===== src/rtl/trb_pkg.sv =====
`default_nettype none
// +----------------------------------------------------------------------------+
// | trb_pkg                                                                    |
// | Shared constants and enums for the turbo decoder output packer.            |
// | Revision: 1.0                                                              |
// +----------------------------------------------------------------------------+
package trb_pkg;

  localparam int TRB_ST        = 8;
  localparam int TRB_OUT_W     = 512;
  localparam int TRB_BLK_BITS  = 1024;
  localparam int TRB_BLK_BYTES = TRB_BLK_BITS / TRB_ST;
  localparam int LANES         = TRB_OUT_W / TRB_ST;

  // Cause of an err_framing pulse; kept for debug visibility, not ported.
  typedef enum logic [1:0] {
    NO_SOP    = 2'd0,
    OVERFLOW  = 2'd1,
    EARLY_SOP = 2'd2
  } err_cause_e;

  typedef enum logic [0:0] {
    S_IDLE = 1'b0,
    S_PACK = 1'b1
  } pack_state_e;

endpackage
`default_nettype wire


===== src/rtl/trb_out_fifo2.sv =====
`default_nettype none
// +----------------------------------------------------------------------------+
// | trb_out_fifo2                                                              |
// | Two-entry registered FIFO; the head entry drives dout straight from flops. |
// | Revision: 1.0                                                              |
// +----------------------------------------------------------------------------+
module trb_out_fifo2 #(
  parameter int WIDTH = 8
) (
  input  logic             clk,
  input  logic             rst,
  input  logic             push,
  input  logic [WIDTH-1:0] din,
  input  logic             pop,
  output logic [WIDTH-1:0] dout,
  output logic             valid,
  output logic             full
);

  logic [WIDTH-1:0] r_head;
  logic [WIDTH-1:0] r_tail;
  logic [1:0]       r_cnt;
  logic             w_push;
  logic             w_pop;

  assign w_pop  = pop && (r_cnt != 2'd0);
  assign w_push = push && ((r_cnt != 2'd2) || w_pop);

  always_ff @(posedge clk) begin
    if (rst) begin
      r_head <= '0;
      r_tail <= '0;
      r_cnt  <= 2'd0;
    end else begin
      case ({w_push, w_pop})
        2'b10: begin
          if (r_cnt == 2'd0) r_head <= din;
          else               r_tail <= din;
          r_cnt <= r_cnt + 2'd1;
        end
        2'b01: begin
          r_head <= r_tail;
          r_cnt  <= r_cnt - 2'd1;
        end
        2'b11: begin
          if (r_cnt == 2'd1) begin
            r_head <= din;
          end else begin
            r_head <= r_tail;
            r_tail <= din;
          end
        end
        default: ;
      endcase
    end
  end

  assign dout  = r_head;
  assign valid = (r_cnt != 2'd0);
  assign full  = (r_cnt == 2'd2);

endmodule
`default_nettype wire


===== src/rtl/trb_st2bus_pack.sv =====
`default_nettype none
// +----------------------------------------------------------------------------+
// | trb_st2bus_pack                                                            |
// | Packs the decoded 8-bit stream into wide host words with framing recovery. |
// | Revision: 1.0                                                              |
// +----------------------------------------------------------------------------+
module trb_st2bus_pack
  import trb_pkg::*;
#(
  parameter int ST        = TRB_ST,
  parameter int OUT_W     = TRB_OUT_W,
  parameter int MAX_BYTES = TRB_BLK_BYTES
) (
  input  logic             clk_st,
  input  logic             rst,
  input  logic [ST-1:0]    st_data_in,
  input  logic             st_valid_in,
  input  logic             st_sop_in,
  input  logic             st_eop_in,
  output logic             st_ready_out,
  output logic [OUT_W-1:0] bus_data_out,
  output logic             bus_valid_out,
  output logic             bus_last_out,
  output logic [6:0]       bus_nbytes_out,
  input  logic             bus_ready_in,
  output logic             err_framing,
  output logic [15:0]      pkt_cnt
);

  localparam int c_LANES  = OUT_W / ST;
  localparam int c_LANE_W = $clog2(c_LANES);
  localparam int c_CNT_W  = $clog2(MAX_BYTES + 1);
  localparam int c_NB_W   = 7;
  localparam int c_FIFO_W = OUT_W + 1 + c_NB_W;

  pack_state_e         r_state, w_state_nx;
  logic [c_LANE_W-1:0] r_lane, w_lane_nx, w_b_lane;
  logic [c_CNT_W-1:0]  r_cnt, w_cnt_nx, w_b_cnt, w_new_cnt;
  logic [OUT_W-1:0]    r_acc, w_acc_nx, w_merged;
  logic                r_pend, w_pend_nx;
  logic                r_err, w_err;
  logic [15:0]         r_pkt_cnt;

  logic                w_take;
  logic                w_full;
  logic                w_at_max;
  logic                w_close;
  logic                w_close_last;
  logic                w_push;
  logic [OUT_W-1:0]    w_push_data;
  logic                w_push_last;
  logic [c_NB_W-1:0]   w_push_nb;
  logic [c_FIFO_W-1:0] w_head;

  // r_pend holds back the stream for one word slot when an sop+eop byte
  // arrives while a partial word must also be flushed in the same cycle.
  assign st_ready_out = ~rst & ~w_full & ~r_pend;
  assign w_take       = st_valid_in & st_ready_out;

  always_comb begin
    w_b_lane  = st_sop_in ? '0 : r_lane;
    w_b_cnt   = st_sop_in ? '0 : r_cnt;
    w_merged  = st_sop_in ? '0 : r_acc;
    w_merged[w_b_lane*ST +: ST] = st_data_in;
    w_new_cnt    = w_b_cnt + c_CNT_W'(1);
    w_at_max     = (w_new_cnt == c_CNT_W'(MAX_BYTES));
    w_close_last = st_eop_in | w_at_max;
    w_close      = w_close_last | (w_b_lane == c_LANE_W'(c_LANES - 1));

    w_state_nx  = r_state;
    w_lane_nx   = r_lane;
    w_cnt_nx    = r_cnt;
    w_acc_nx    = r_acc;
    w_pend_nx   = r_pend;
    w_push      = 1'b0;
    w_push_data = w_merged;
    w_push_last = 1'b0;
    w_push_nb   = c_NB_W'(w_b_lane) + c_NB_W'(1);
    w_err       = 1'b0;

    if (r_pend) begin
      if (!w_full) begin
        w_push      = 1'b1;
        w_push_data = r_acc;
        w_push_last = 1'b1;
        w_push_nb   = c_NB_W'(1);
        w_acc_nx    = '0;
        w_lane_nx   = '0;
        w_cnt_nx    = '0;
        w_pend_nx   = 1'b0;
        w_state_nx  = S_IDLE;
      end
    end else if (w_take) begin
      if (r_state == S_IDLE && !st_sop_in) begin
        w_err = 1'b1;
      end else if (r_state == S_PACK && st_sop_in && r_lane != '0) begin
        // Early sop: flush the partial word as last, restart at lane 0.
        w_err       = 1'b1;
        w_push      = 1'b1;
        w_push_data = r_acc;
        w_push_last = 1'b1;
        w_push_nb   = c_NB_W'(r_lane);
        w_acc_nx    = w_merged;
        w_lane_nx   = c_LANE_W'(1);
        w_cnt_nx    = w_new_cnt;
        w_state_nx  = S_PACK;
        w_pend_nx   = st_eop_in;
      end else begin
        if (r_state == S_PACK && st_sop_in) w_err = 1'b1;
        if (w_close) begin
          w_push      = 1'b1;
          w_push_last = w_close_last;
          w_acc_nx    = '0;
          w_lane_nx   = '0;
          if (w_at_max && !st_eop_in) w_err = 1'b1;
          if (w_close_last) begin
            w_cnt_nx   = '0;
            w_state_nx = S_IDLE;
          end else begin
            w_cnt_nx   = w_new_cnt;
            w_state_nx = S_PACK;
          end
        end else begin
          w_acc_nx   = w_merged;
          w_lane_nx  = w_b_lane + c_LANE_W'(1);
          w_cnt_nx   = w_new_cnt;
          w_state_nx = S_PACK;
        end
      end
    end
  end

  always_ff @(posedge clk_st) begin
    if (rst) begin
      r_state   <= S_IDLE;
      r_lane    <= '0;
      r_cnt     <= '0;
      r_acc     <= '0;
      r_pend    <= 1'b0;
      r_err     <= 1'b0;
      r_pkt_cnt <= '0;
    end else begin
      r_state <= w_state_nx;
      r_lane  <= w_lane_nx;
      r_cnt   <= w_cnt_nx;
      r_acc   <= w_acc_nx;
      r_pend  <= w_pend_nx;
      r_err   <= w_err;
      if (w_push && w_push_last) r_pkt_cnt <= r_pkt_cnt + 16'd1;
    end
  end

  trb_out_fifo2 #(
    .WIDTH (c_FIFO_W)
  ) u_fifo (
    .clk   (clk_st),
    .rst   (rst),
    .push  (w_push),
    .din   ({w_push_data, w_push_last, w_push_nb}),
    .pop   (bus_ready_in),
    .dout  (w_head),
    .valid (bus_valid_out),
    .full  (w_full)
  );

  assign bus_data_out   = w_head[c_FIFO_W-1 -: OUT_W];
  assign bus_last_out   = w_head[c_NB_W];
  assign bus_nbytes_out = w_head[c_NB_W-1:0];
  assign err_framing    = r_err;
  assign pkt_cnt        = r_pkt_cnt;

endmodule
`default_nettype wire

===== config.mk =====
export PLATFORM = sky130hd
export DESIGN_NAME = trb_st2bus_pack
export DESIGN_NICKNAME = d
export VERILOG_FILES = /design/src/rtl/trb_pkg.sv /design/src/rtl/trb_out_fifo2.sv /design/src/rtl/trb_st2bus_pack.sv
export SDC_FILE = /design/constraint.sdc
export NUM_CORES = 2
export LEC_CHECK = 0
export ABC_AREA = 1
export CORE_MARGIN = 5
export CORE_UTILIZATION = 40
export CTS_BUF_LIST = sky130_fd_sc_hd__clkbuf_4 sky130_fd_sc_hd__clkbuf_8 sky130_fd_sc_hd__clkbuf_16
export DETAILED_ROUTE_END_ITERATION = 8
export PLACE_DENSITY_LB_ADDON = 0.08
export SETUP_SLACK_MARGIN = 0.2
export SLEW_MARGIN = 20
export SYNTH_ARGS = -nofsm -noshare
export SYNTH_HDL_FRONTEND = slang
export SYNTH_SLANG_ARGS = --single-unit

===== constraint.sdc =====
create_clock -name clk_st -period 6.31 [get_ports clk_st]
set_input_delay 1.262 -clock clk_st [delete_from_list [all_inputs] [get_ports clk_st]]
set_output_delay 1.262 -clock clk_st [all_outputs]
set_load 0.005 [all_outputs]

==> run metrics <==
# port buffers=roughly 550; Synth Area in Adders=less than 1%; Synth Warn #=0; CP Data Arrival Time=between 5 and 6 ns; Synth Instances=between 10000 and 15000; Die Ht=462 um; full die area=approximately 210000 um2; Max clock buf depth=3; Worst Skew=0.0391 ns; setup slack, reg-to-reg=around 1.7 ns; Commonest cells post-synth=4051 x nand2_1, 1587 x dfxtp_1, 1536 x nor2_1; fmax=about 0.21 GHz; CTS tree=built; final wirelength=around 340000 um; pin count of the biggest net entering global routing=about 200; Critical Path End Type=flop; post-synthesis sequential area ratio=between 30% and 40%; Worst Path Required=a little over 7 ns; reg2reg end=u_fifo.r_tail[53]; number of synthesized flops with an enable pin=0; Via Count=85910; row cnt=166; worst-path cell chain=buf_6 > nor2_2 > nor2_1 > nand2_1 > inv_1 > ha_4 > inv_1 > nand2_1 > nor2_1 > nand2_1 > nor2_2 > nand3_1 > o21ai_0 > nand2_1 > nand2_1 > inv_1 > nand2_1 > o211ai_1 > inv_1; Final nets=about 13000; XOR/XNOR Fraction of Synth Area=0.0964%; layout cells sized above 1=4.50%; Post-Syn Area=between 80000 and 90000 um2; vias in the first global route=77924; Async S/R FF share, synth=0%; final-report max-slew violation count=0; io pins=~550; gr usage total=30.4%; simple-gate share of the synthesized area=around 38%; Detail Placement HPWL=219000 um; H-tree Lvls=4; Skew-Pair Late Insertion Delay=slightly below 0.9 ns; final-report hold violation count=0; r2r worst-path depth=19; max-cap viol count=0; first-pass GRT wire length=around 500000 um; synth unique cells=37; drt pass-1 iters=7; post-CTS sizing=0; Synth top area share=~39%; hold_sp=r_acc[256]; Starting Density=approximately two fifths; via/cell ratio=5.47; initial drt markers=a little under 9000; mux cell area share after synthesis=0%; GP Congestion=~0.94; crit path kind=in -> reg; area grow syn2layout=16.4%; Remaining Overflow, GRT=0; Synth area leader=dfxtp_1; Die X=around 460 um; Worst path max stage delay=roughly 0.84 ns; Cell Pwr Density=296 nW/um2; Residual DRC=0; FF+latch count, synth=approximately 1600; drt wl/cell=21.7 um; Core ar.=about 200000 um2; Finish-stage setup viols=0; Static Leak=between 30 and 40 nW; Post-CTS Setup Inserts=0; syn_nets=between 10000 and 15000; largest family of logic cells by synthesized area=simple AND/OR/NAND/NOR gates; worst min path class=reg -> reg; total power=between 20 and 30 mW; crit path max fanout=29; Setup TNS=0 ns; Hold Buf Count CTS=0; slowest CP cell=nand3_1; RSZ-0062 raised after global routing=no; number of fillers in the final layout=approximately 21000; startpoint types=input pin; Clk pin slew, worst setup/hold paths=about 0.060 ns; Synth Area in Compound Gates=13.3%; time the worst path needs with I/O delays and setup=approximately 4.9 ns; hold path cells=2; dominant synthesized flop cell=dfxtp_1; Root Buffer Master=clkbuf_16; initial antenna violation count=23; antenna-violating nets left=0; slew of the pin with the lowest slew margin=approximately 1.3 ns; average cell area after synthesis=6.33 um2; CTS sink cnt=around 1600; slew margin rel.=16.2%; maximum VDD drop=278 uV; period utilization=between 70 and 80%; Hold Path Sink=r_acc[256]; CTS buffer count=185; Area contributors post-synth=dfxtp_1 39%, nand2_1 19%, a21oi_1 7.2%; most numerous cell on the critical path=nand2_1; outcome=finished clean; worst r2r src=r_lane[3]; count leader, synth=nand2_1
==> how the worst max path moves through the flow <==
| stage | slack (ns) | start | end |
|---|---|---|---|
| after floorplan | 1.49 | st_sop_in | u_fifo.r_tail[260] |
| after global placement | 0.73 | st_sop_in | u_fifo.dout[53] |
| after detailed placement | 0.68 | st_sop_in | u_fifo.r_tail[53] |
| after CTS | 1.57 | st_sop_in | u_fifo.r_tail[53] |
| after global routing | 1.18 | st_sop_in | u_fifo.r_tail[53] |
| final | 1.43 | st_sop_in | u_fifo.r_tail[53] |
==> power by group <==
group | internal [mW] | switching, mW
clock | 6.55 | 4.61
sequential | 10.9 | 0.593
combinational | 2.29 | 3.26
==> worst max-delay path, delay by kind of cell <==
| kind | cells | cell delay [ns] |
|---|---|---|
| AOI/OAI and AO/OA | 2 | 0.60 |
| adders and majority gates | 1 | 0.17 |
| buffers and inverters | 5 | 0.56 |
| and+or+nand+nor | 11 | 3.06 |
==> stage by stage <==
stage / instance area, um2 / util (%) / setup slack, ns / hold slack (ns) / std cells
CTS: 95100 / 46.6 / 1.57 / 0.466 / 15696
detailed placement: 88800 / 43.5 / 0.681 / 0.456 / 15360
global placement: 88800 / 43.5 / 0.731 / 0.451 / 15360
global route: 95200 / 46.7 / 1.18 / 0.477 / 15706
floorplan: 81800 / - / 1.49 / 0.445 / 12924
finish: 95200 / 46.7 / 1.43 / 0.465 / 15712
==> placed cells by master (no fill, tap or decap), drive strengths merged <==
master	netlist	layout
clkinv	3	29
nand3	1056	1056
xnor2	4	4
a21oi	1170	1170
bufinv	0	6
clkbuf	566	293
dfxtp	1587	1587
o31ai	2	2
inv	1050	1059
nor2	1551	1551
nand3b	323	323
or2	1	1
buf	425	190
a21boi	21	21
ha	10	10
clkdlybuf4s50	0	550
nor3	25	25
clkinvlp	0	2
diode	0	15
nand4	274	274
xor2	5	5
nand2	4061	4061
o211ai	351	351
a22oi	4	4
nor4	3	3
o21ai	428	428
o22ai	4	4
==> cell families after synthesis <==
kind of cell | Yosys count
AND/OR/NAND/NOR | 7294
AO/OA/AOI/OAI | 1980
adder cells (fa/ha/maj) | 10
flip-flops | 1587
XOR/XNOR | 9
buffers and inverters | 2044
==> sequential cells by signal, indices dropped and copies added (netlist names) <==
name           count
r_lane             6
r_acc            512
u_fifo.r_tail    520
u_fifo.dout      520
r_cnt              8
err_framing        1
pkt_cnt           16
r_state            1
u_fifo.r_cnt       2
r_pend             1
==> metal layers <==
layer,global-route usage [%],vias to the layer above,wire length (um)
li1,-,41407,-
met1,38.8,40419,140000
met2,48.3,3391,155000
met3,5.25,689,25200
met4,17.7,4,20700
met5,0,-,33
==> cell type report <==
type,instances,area [um2],share of cell area [%]
multi-input cells,9293,42000,44.1
flip-flops and latches,1587,31800,33.4
repair buffers,740,7720,8.11
clock buffers,293,5800,6.09
inverters,1053,4010,4.22
well taps,2688,3360,3.53
clock inverters,43,504,0.530
diodes,15,37.5,0.0394
No activity file was read; power rests on OpenSTA's default activity.
